$ cat config.mk
export PLATFORM = sky130hd
export DESIGN_NAME = layer_compose_sequencer
export DESIGN_NICKNAME = d
export VERILOG_FILES = /design/src/rtl/layer_compose_sequencer.sv
export SDC_FILE = /design/constraint.sdc
export NUM_CORES = 1
export LEC_CHECK = 0
export ABC_AREA = 1
export ABC_CLOCK_PERIOD_IN_PS = 3600
export CAP_MARGIN = 20
export CORE_MARGIN = 4
export CORE_UTILIZATION = 53
export CTS_CLUSTER_DIAMETER = 120
export CTS_CLUSTER_SIZE = 28
export DETAILED_ROUTE_END_ITERATION = 16
export DONT_BUFFER_PORTS = 1
export PLACE_DENSITY = 0.73
export SLEW_MARGIN = 20
export SYNTH_ARGS = -nofsm -noshare
export SYNTH_HDL_FRONTEND = slang
export SYNTH_SLANG_ARGS = --single-unit
$ cat constraint.sdc
create_clock -name clk_i -period 3.6 [get_ports clk_i]
set_clock_uncertainty 0.05 [all_clocks]
set_input_delay 0.54 -clock clk_i [delete_from_list [all_inputs] [get_ports clk_i]]
set_output_delay 0.54 -clock clk_i [all_outputs]
set_load 0.05 [all_outputs]
$ cat src/rtl/layer_compose_sequencer.sv
// ---------------------------------------------------------------------------
// layer_compose_sequencer
//
// Time-multiplexed layer compositor controller. For each accepted pixel
// request it walks the enabled layers in ascending order through one shared
// layer-pixel source (select + req/ack handshake). Layer 0 always loads the
// accumulator. Any higher layer overwrites it unless its pixel equals KEY.
// The composed pixel is then presented with a one-cycle valid pulse.
//
// Ports:
//   clk_i        in   clock, rising edge
//   rst_i        in   asynchronous reset, active-high
//   start_i      in   new-pixel request, accepted only while ready_o=1
//   ready_o      out  high in IDLE only
//   layer_en_i   in   per-layer enable, sampled at start (bit 0 ignored)
//   layer_sel_o  out  index of the layer being fetched
//   layer_req_o  out  fetch request to the layer source
//   layer_ack_i  in   source response strobe, layer_pix_i valid same cycle
//   layer_pix_i  in   pixel of layer layer_sel_o
//   RGB_o        out  composed pixel, held until the next completion
//   valid_o      out  one-cycle pulse when RGB_o carries a new result
// ---------------------------------------------------------------------------
module layer_compose_sequencer #(
   parameter int          N   = 8,
   parameter logic [23:0] KEY = 24'h000000,
   parameter int          SW  = $clog2(N)
) (
   input  logic          clk_i,
   input  logic          rst_i,
   input  logic          start_i,
   output logic          ready_o,
   input  logic [N-1:0]  layer_en_i,
   output logic [SW-1:0] layer_sel_o,
   output logic          layer_req_o,
   input  logic          layer_ack_i,
   input  logic [23:0]   layer_pix_i,
   output logic [23:0]   RGB_o,
   output logic          valid_o
);

   typedef enum logic [1:0] {IDLE, FETCH, DONE} state_t;

   state_t        state, state_nxt;
   logic [SW-1:0] sel, sel_nxt;
   logic [N-1:0]  en, en_nxt;
   logic [23:0]   acc, acc_nxt;
   logic [23:0]   rgb, rgb_nxt;

   // Smallest enabled layer strictly above the current one.
   logic [SW-1:0] next_sel;
   logic          more;

   always_comb begin
      more     = 1'b0;
      next_sel = '0;
      // Descending scan so the last hit is the smallest qualifying index.
      // Only indices below N are ever produced, whatever SW is.
      for (int j = N - 1; j >= 1; j--) begin
         if (en[j] && (j > int'(sel))) begin
            more     = 1'b1;
            next_sel = SW'(j);
         end
      end
   end

   // State register.
   // NOTE: sequential state uses non-blocking (<=) so every register samples
   // the pre-edge values; blocking here would create order-dependent races.
   always_ff @(posedge clk_i or posedge rst_i) begin
      if (rst_i) state <= IDLE;
      else       state <= state_nxt;
   end

   // Next state, datapath next values and outputs.
   // NOTE: every signal assigned in this block gets a default first, so no
   // path through the case leaves one unassigned and no latch is inferred.
   always_comb begin
      state_nxt   = state;
      sel_nxt     = sel;
      en_nxt      = en;
      acc_nxt     = acc;
      rgb_nxt     = rgb;
      ready_o     = 1'b0;
      layer_req_o = 1'b0;
      valid_o     = 1'b0;

      case (state)
         IDLE: begin
            ready_o = 1'b1;
            if (start_i) begin
               en_nxt    = {layer_en_i[N-1:1], 1'b1};
               sel_nxt   = '0;
               state_nxt = FETCH;
            end
         end

         FETCH: begin
            layer_req_o = 1'b1;
            if (layer_ack_i) begin
               // Base layer loads unconditionally; upper layers only when opaque.
               if ((sel == '0) || (layer_pix_i != KEY)) acc_nxt = layer_pix_i;
               if (more) begin
                  sel_nxt = next_sel;
               end else begin
                  // Capture the final value now so RGB_o is valid in DONE.
                  rgb_nxt   = acc_nxt;
                  state_nxt = DONE;
               end
            end
         end

         DONE: begin
            valid_o   = 1'b1;
            sel_nxt   = '0;
            state_nxt = IDLE;
         end

         default: state_nxt = IDLE;
      endcase
   end

   // Datapath registers.
   always_ff @(posedge clk_i or posedge rst_i) begin
      if (rst_i) begin
         sel <= '0;
         en  <= '0;
         acc <= '0;
         rgb <= '0;
      end else begin
         sel <= sel_nxt;
         en  <= en_nxt;
         acc <= acc_nxt;
         rgb <= rgb_nxt;
      end
   end

   assign layer_sel_o = sel;
   assign RGB_o       = rgb;

endmodule
==> results of run 1 <==
[state kept, by name (all words and copies together) (netlist names)]
register / count
state: 2
layer_sel_o: 3
RGB_o: 24
en: 7
acc: 24
[cell type report]
cell class                 instances  area share
sequential                        60       0.448
multi-input combinational        278       0.379
inverter                          61      0.0691
clock buffer                      13      0.0534
tap                               72      0.0269
clock inverter                     3      0.0127
timing repair buffer               5      0.0112
[worst paths after layout]
| path | start | to | slack (ns) | cells past startpoint |
|---|---|---|---|---|
| worst min-delay path | rst_i | en[5]$_DFFE_PP0P_ | 0.18 | 1 |
| min in group clk_i | layer_en_i[2] | en[2]$_DFFE_PP0P_ | 0.29 | 1 |
| worst max-delay path | layer_sel_o[2]$_DFFE_PP0P_ | RGB_o[5]$_DFFE_PP0P_ | 1.11 | 8 |
| worst min register to register | acc[9]$_DFFE_PP0P_ | acc[9]$_DFFE_PP0P_ | 0.43 | 2 |
| worst max register to register | layer_sel_o[2]$_DFFE_PP0P_ | RGB_o[5]$_DFFE_PP0P_ | 1.11 | 8 |
| max in group asynchronous | rst_i | acc[21]$_DFFE_PP0P_ | 2.52 | 2 |
[cells by family after synthesis]
kind of cell | Yosys count
and+or+nand+nor | 270
buffers and inverters | 77
DFF | 60
muxes | 6
AOI/OAI and AO/OA | 2
[synth_stat cells, types with 2 or more instances]
cell type  count
nand3_1       60
mux2_2         6
clkbuf_1       2
nand2_1      156
nor2_2         2
inv_1         59
buf_6          4
buf_2         10
nor2_1        21
nand2_2        2
dfrtp_1       60
nor3_1         2
nand4_1       24
[per-stage QoR]
stage	setup WS, ns	util	cells	hold WS (ns)
2_1_floorplan	1.53	-	415	0.399
3_3_place_gp	1.17	0.558	476	0.411
3_5_place_dp	1.17	0.558	476	0.415
4_1_cts	1.15	0.598	492	0.209
5_1_grt	0.929	0.598	492	0.258
6_report	1.11	0.598	492	0.182
[where the power goes]
part / internal, uW / switching [uW] / total [uW] / leakage [uW]
Clock: 394 / 273 / 667 / 0.000112
Sequential: 956 / 644 / 1600 / 0.000744
Combinational: 266 / 475 / 741 / 0.00103
[worst register-to-register path: cells and delay by family (launching register included)]
| family | cells | cell delay (ns) |
|---|---|---|
| DFF | 1 | 0.75 |
| and+or+nand+nor | 8 | 1.63 |
[per-layer routing]
metal,global-route usage,part of all wire
met1,0.285,0.44
met2,0.332,0.48
met3,0.0707,0.069
met4,0.0921,0.011
met5,0,0
==> results.md, run 1 <==
* Status: complete, no violations
* Post-route antenna net violation count at 0
* Layout area overhead at 7.94%
* Drt drc at 0
* # fillers at 537
* Critical path peak fanout at 22
* Setup TNS at 0 ns
* CTS resizes at 0
* Initial DRC count at 163
* Initial DRT Pass Iterations at 4
* Die ar. at 7150 um2
* Die W at 84.5 um
* Worst relative slew slack at 0.336
* Seq/Total Area, Yosys at 0.483
* GPL Wtd Cong at 0.745
* CTS Buffer Depth at 2
* F_max at 401 MHz
* Slowest cell delay on critical path at 0.75 ns
* Max cap viols at 0
* Number of distinct library cells after synthesis at 20
* # diodes at 0
* Slew Viols, Final at 0
* Sum of buffers and inverters on the critical path at 0
* Total Power at 3010 uW
* I/O Buffers at 0
* CTS Buf Count at 9
* Worst-Skew Late Latency at 0.34 ns
* Final setup fails at 0
* Compound-Gate Fraction of Synth Area at 0.00363
* Worst Setup End Kind: flip-flop
* PwrDens at 898 nW/um2
* Largest net degree at the start of global routing at 40
* Main combinational cell family by area after synthesis: simple AND/OR/NAND/NOR gates
* RSZ-0062 raised after global routing: false
* CTS tree: yes
* Area of placed instances at 3130 um2
* Kind of critical path: flip-flop to flip-flop
* Hold/Removal Path Class: primary input to asynchronous set/reset pin
* Layout cell share with drive strength beyond 1 at 0.0881
* Number of synthesized flops with an enable pin at 0
* Row count at 27
* Adder-cell share of the synthesized area at 0
* Crit path arrival time at 2.72 ns
* Grt total ovfl at 0
* Final hold violations at 0
* Post-CTS Setup Inserts at 0
* Ys async rst share at 1.00
* Post-Synth XOR/XNOR Area at 0
* Vias in the first global route at 2667
* Initial core utilization at 0.554
* Total Routing Usage GR at 0.218
* Vias at 2635
* DR vias/cell at 5.36
* CTS clk-pin slew, worst paths at 0.07 ns
* Total Routed Length at 7320 um
* Finished layout cell area at 3350 um2
* Worst slew pin tran at 0.992 ns
* CP startpoint kind: flip-flop
* Post-synthesis mux area share at 0.0218
* First-pass GRT wire length at 12300 um
* Most frequent cells in the layout: nand2_1, dfrtp_1, nand3_1
* Tcrit/Tclk final at 0.693
* Core Region at 5610 um2
* Ranking of synthesized cells by area: dfrtp_1, nand2_1, nand3_1, inv_1, nand4_1
* H-tree depth at 3
* Critical path's slowest cell: dfrtp_1
* Nets at 451
* Area of the multi-input gates at 1270 um2
* Cell mode on critical path: nand2_1
* Synthesized area per cell at 7.48 um2
* Mapped Area at 3110 um2
* Ys flop type: dfrtp_1
* CP top delay family: simple AND/OR/NAND/NOR gates
* Yosys top cell area share at 0.483
* Simple-gate share of the synthesized area at 0.384
* Root Buffer: clkbuf_8
* Syn nets at 451
* Yosys warnings at 0
* Worst IR Drop VDD at 0.452 mV
* Clock sink total at 60
* Cts hold-fix bufs at 0
* Avg WL per Cell at 14.9 um
* Period minus WS final at 2.49 ns
* Sequential cell area at 1500 um2
* Leakage at 0.00189 uW
* Dominant cell type by area after synthesis: dfrtp_1
* Detailed placement HPWL at 4820 um
* Commonest non-fill, non-tap cell in the layout: nand2_1
* Ports at 66
* Initial antenna violation count at 0
* Worst-path cell chain: nor2_1 -> nand2_1 -> nand3_1 -> nor2_4 -> nand3_2 -> nand2_1 -> nand3_1 -> nand2_1
* WP data required at 3.83 ns
* Synthesized instance count at 415
* Height of the die at 84.5 um
* #FFs+latches synth at 60
(Power assumes the default switching activity.)
==> run 2, diff against run 1 <==
Settings changed: ABC_CLOCK_PERIOD_IN_PS 3600 to 2000, PLACE_DENSITY 0.73 to 0.76.
Clock period 3.6 ns to 2 ns, I/O delays scaled along.
==> run 2 against run 1 <==
Cell count increased by 2.6%. Highest routed layer unchanged. Worst hold slack worse by 0.13 ns. Total power is 75% higher.
==> results.md, run 2 (synthesis results as in run 1) <==
* Height of the die at 84.5 um (unchanged)
* CTS Buffer Depth at 2 (unchanged)
* CTS Buf Count at 9 (unchanged)
* Initial DRT Pass Iterations at 4 (unchanged)
* Max cap viols at 0 (unchanged)
* CTS clk-pin slew, worst paths at 0.07 ns (about the same)
* Worst relative slew slack at 0.649 (was 0.336)
* Slowest cell delay on critical path at 0.46 ns (was 0.75 ns)
* Grt total ovfl at 0 (unchanged)
* Setup TNS at 0 ns (unchanged)
* Final Non-Filler Cells at 505 (was 492)
* Tcrit/Tclk final at 0.875 (was 0.693)
* GPL Wtd Cong at 0.841 (was 0.745)
* I/O Buffers at 0 (unchanged)
* Layout area overhead at 10.6% (was 7.94%)
* Final setup fails at 0 (unchanged)
* Initial DRC count at 204 (was 163)
* Initial antenna violation count at 0 (unchanged)
* Root Buffer: clkbuf_8 (unchanged)
* CP top delay family: simple AND/OR/NAND/NOR gates (unchanged)
* Reg2reg setup slack at 0.25 ns (was 1.11 ns)
* Largest net degree at the start of global routing at 38 (was 40)
* Status: complete, no violations (unchanged)
* Worst IR Drop VDD at 0.821 mV (was 0.452 mV)
* Row count at 27 (unchanged)
* Worst slew pin tran at 0.526 ns (was 0.992 ns)
* # diodes at 0 (unchanged)
* Worst-Skew Late Latency at 0.34 ns (about the same)
* Slew Viols, Final at 0 (unchanged)
* Die W at 84.5 um (unchanged)
* Total Routing Usage GR at 0.217 (was 0.218)
* Avg WL per Cell at 14.4 um (was 14.9 um)
* Critical path peak fanout at 9 (was 22)
* WP data required at 2.17 ns (was 3.83 ns)
* Leakage at 0.00194 uW (was 0.00189 uW)
* Nets at 465 (was 451)
* Cell mode on critical path: nor2_1 (was nand2_1)
* DR vias/cell at 5.37 (was 5.36)
* Initial core utilization at 0.554 (unchanged)
* # fillers at 486 (was 537)
* F_max at 572 MHz (was 401 MHz)
* Critical path's slowest cell: dfrtp_1 (unchanged)
* Most frequent cells in the layout: nand2_1, dfrtp_1, nand3_1 (unchanged)
* First-pass GRT wire length at 12500 um (was 12300 um)
* Crit path arrival time at 1.92 ns (was 2.72 ns)
* Ports at 66 (unchanged)
* DP Cell Count at 487 (was 476)
* CP startpoint kind: flip-flop (unchanged)
* Worst Setup End Kind: flip-flop (unchanged)
* Kind of critical path: flip-flop to flip-flop (unchanged)
* Hold/Removal Path Class: primary input to flip-flop (was primary input to asynchronous set/reset pin)
* Layout cell share with drive strength beyond 1 at 0.111 (was 0.0881)
* Core Region at 5610 um2 (unchanged)
* PwrDens at 1540 nW/um2 (was 898 nW/um2)
* Sum of buffers and inverters on the critical path at 1 (was 0)
* Detailed placement HPWL at 4990 um (was 4820 um)
* Total Routed Length at 7290 um (was 7320 um)
* CTS tree: yes (unchanged)
* Period minus WS final at 1.75 ns (was 2.49 ns)
* Vias at 2713 (was 2635)
* H-tree depth at 3 (unchanged)
* Drt drc at 0 (unchanged)
* RSZ-0062 raised after global routing: false (unchanged)
* Die ar. at 7150 um2 (unchanged)
* Commonest non-fill, non-tap cell in the layout: nand2_1 (unchanged)
* Final hold violations at 0 (unchanged)
* Clock sink total at 60 (unchanged)
* Post-route antenna net violation count at 0 (unchanged)
* Worst-path cell chain: nor2_1 -> nand2_1 -> nor2_1 -> nor2_1 -> nand2_2 -> nor2_8 -> buf_4 -> nand3_1 -> nand2_1 (was nor2_1 -> nand2_1 -> nand3_1 -> nor2_4 -> nand3_2 -> nand2_1 -> nand3_1 -> nand2_1)
* Vias in the first global route at 2678 (was 2667)
-- run 2: power by group --
part           switching [uW]  leakage (uW)  internal (uW)
combinational             990       0.00110            555
sequential               1050      0.000744           1720
clock                     456     0.0000893            507
-- run 2: path summary, 6_finish.rpt --
kind                                            startpoint                    end  depth (start not counted)
worst max-delay path            layer_sel_o[2]$_DFFE_PP0P_  RGB_o[23]$_DFFE_PP0P_                          9
worst min-delay path                         layer_en_i[7]      en[7]$_DFFE_PP0P_                          1
worst max register to register  layer_sel_o[2]$_DFFE_PP0P_  RGB_o[23]$_DFFE_PP0P_                          9
worst min register to register          acc[5]$_DFFE_PP0P_     acc[5]$_DFFE_PP0P_                          2
max in group asynchronous                            rst_i     acc[5]$_DFFE_PP0P_                          3
min in group asynchronous                            rst_i      en[5]$_DFFE_PP0P_                          2
-- run 2: area by class of cell --
class | instances | area (um2) | area share
clock buffers | 13 | 159 | 0.0463
repair buffers | 18 | 150 | 0.0437
multi-input cells | 279 | 1290 | 0.376
flip-flops and latches | 60 | 1500 | 0.437
clock inverters | 2 | 10.0 | 0.00292
inverters | 61 | 231 | 0.0674
well taps | 72 | 90.1 | 0.0262
-- run 2: per-stage QoR --
stage / utilization / total power [uW] / worst slack [ns] / area [um2] / hold slack, ns
global placement: 0.576 / 4250 / 0.163 / 3230 / 0.198
finish: 0.612 / 5280 / 0.250 / 3430 / 0.0493
CTS: 0.608 / 5280 / 0.116 / 3410 / 0.0457
detailed placement: 0.576 / 4310 / 0.133 / 3230 / 0.207
floorplan: - / 3950 / 0.0998 / 3110 / 0.399
global route: 0.612 / 5660 / 0.0704 / 3430 / 0.0468
-- run 2: layer usage --
layer	GRT usage	vias to the layer above	part of all wire
met5	0	-	0
met4	0.0777	0	0.017
met3	0.0756	13	0.093
met2	0.335	94	0.45
met1	0.285	1270	0.44
li1	-	1336	-
-- run 2: timing repair --
| action | CTS | global route |
|---|---|---|
| endpoints found under the hold margin | 23 | 0 |
| hold buffers | 1 | 0 |
| endpoints found under the setup margin | 0 | 25 |
| setup buffers | 0 | 1 |
| resized for setup | 0 | 1 |
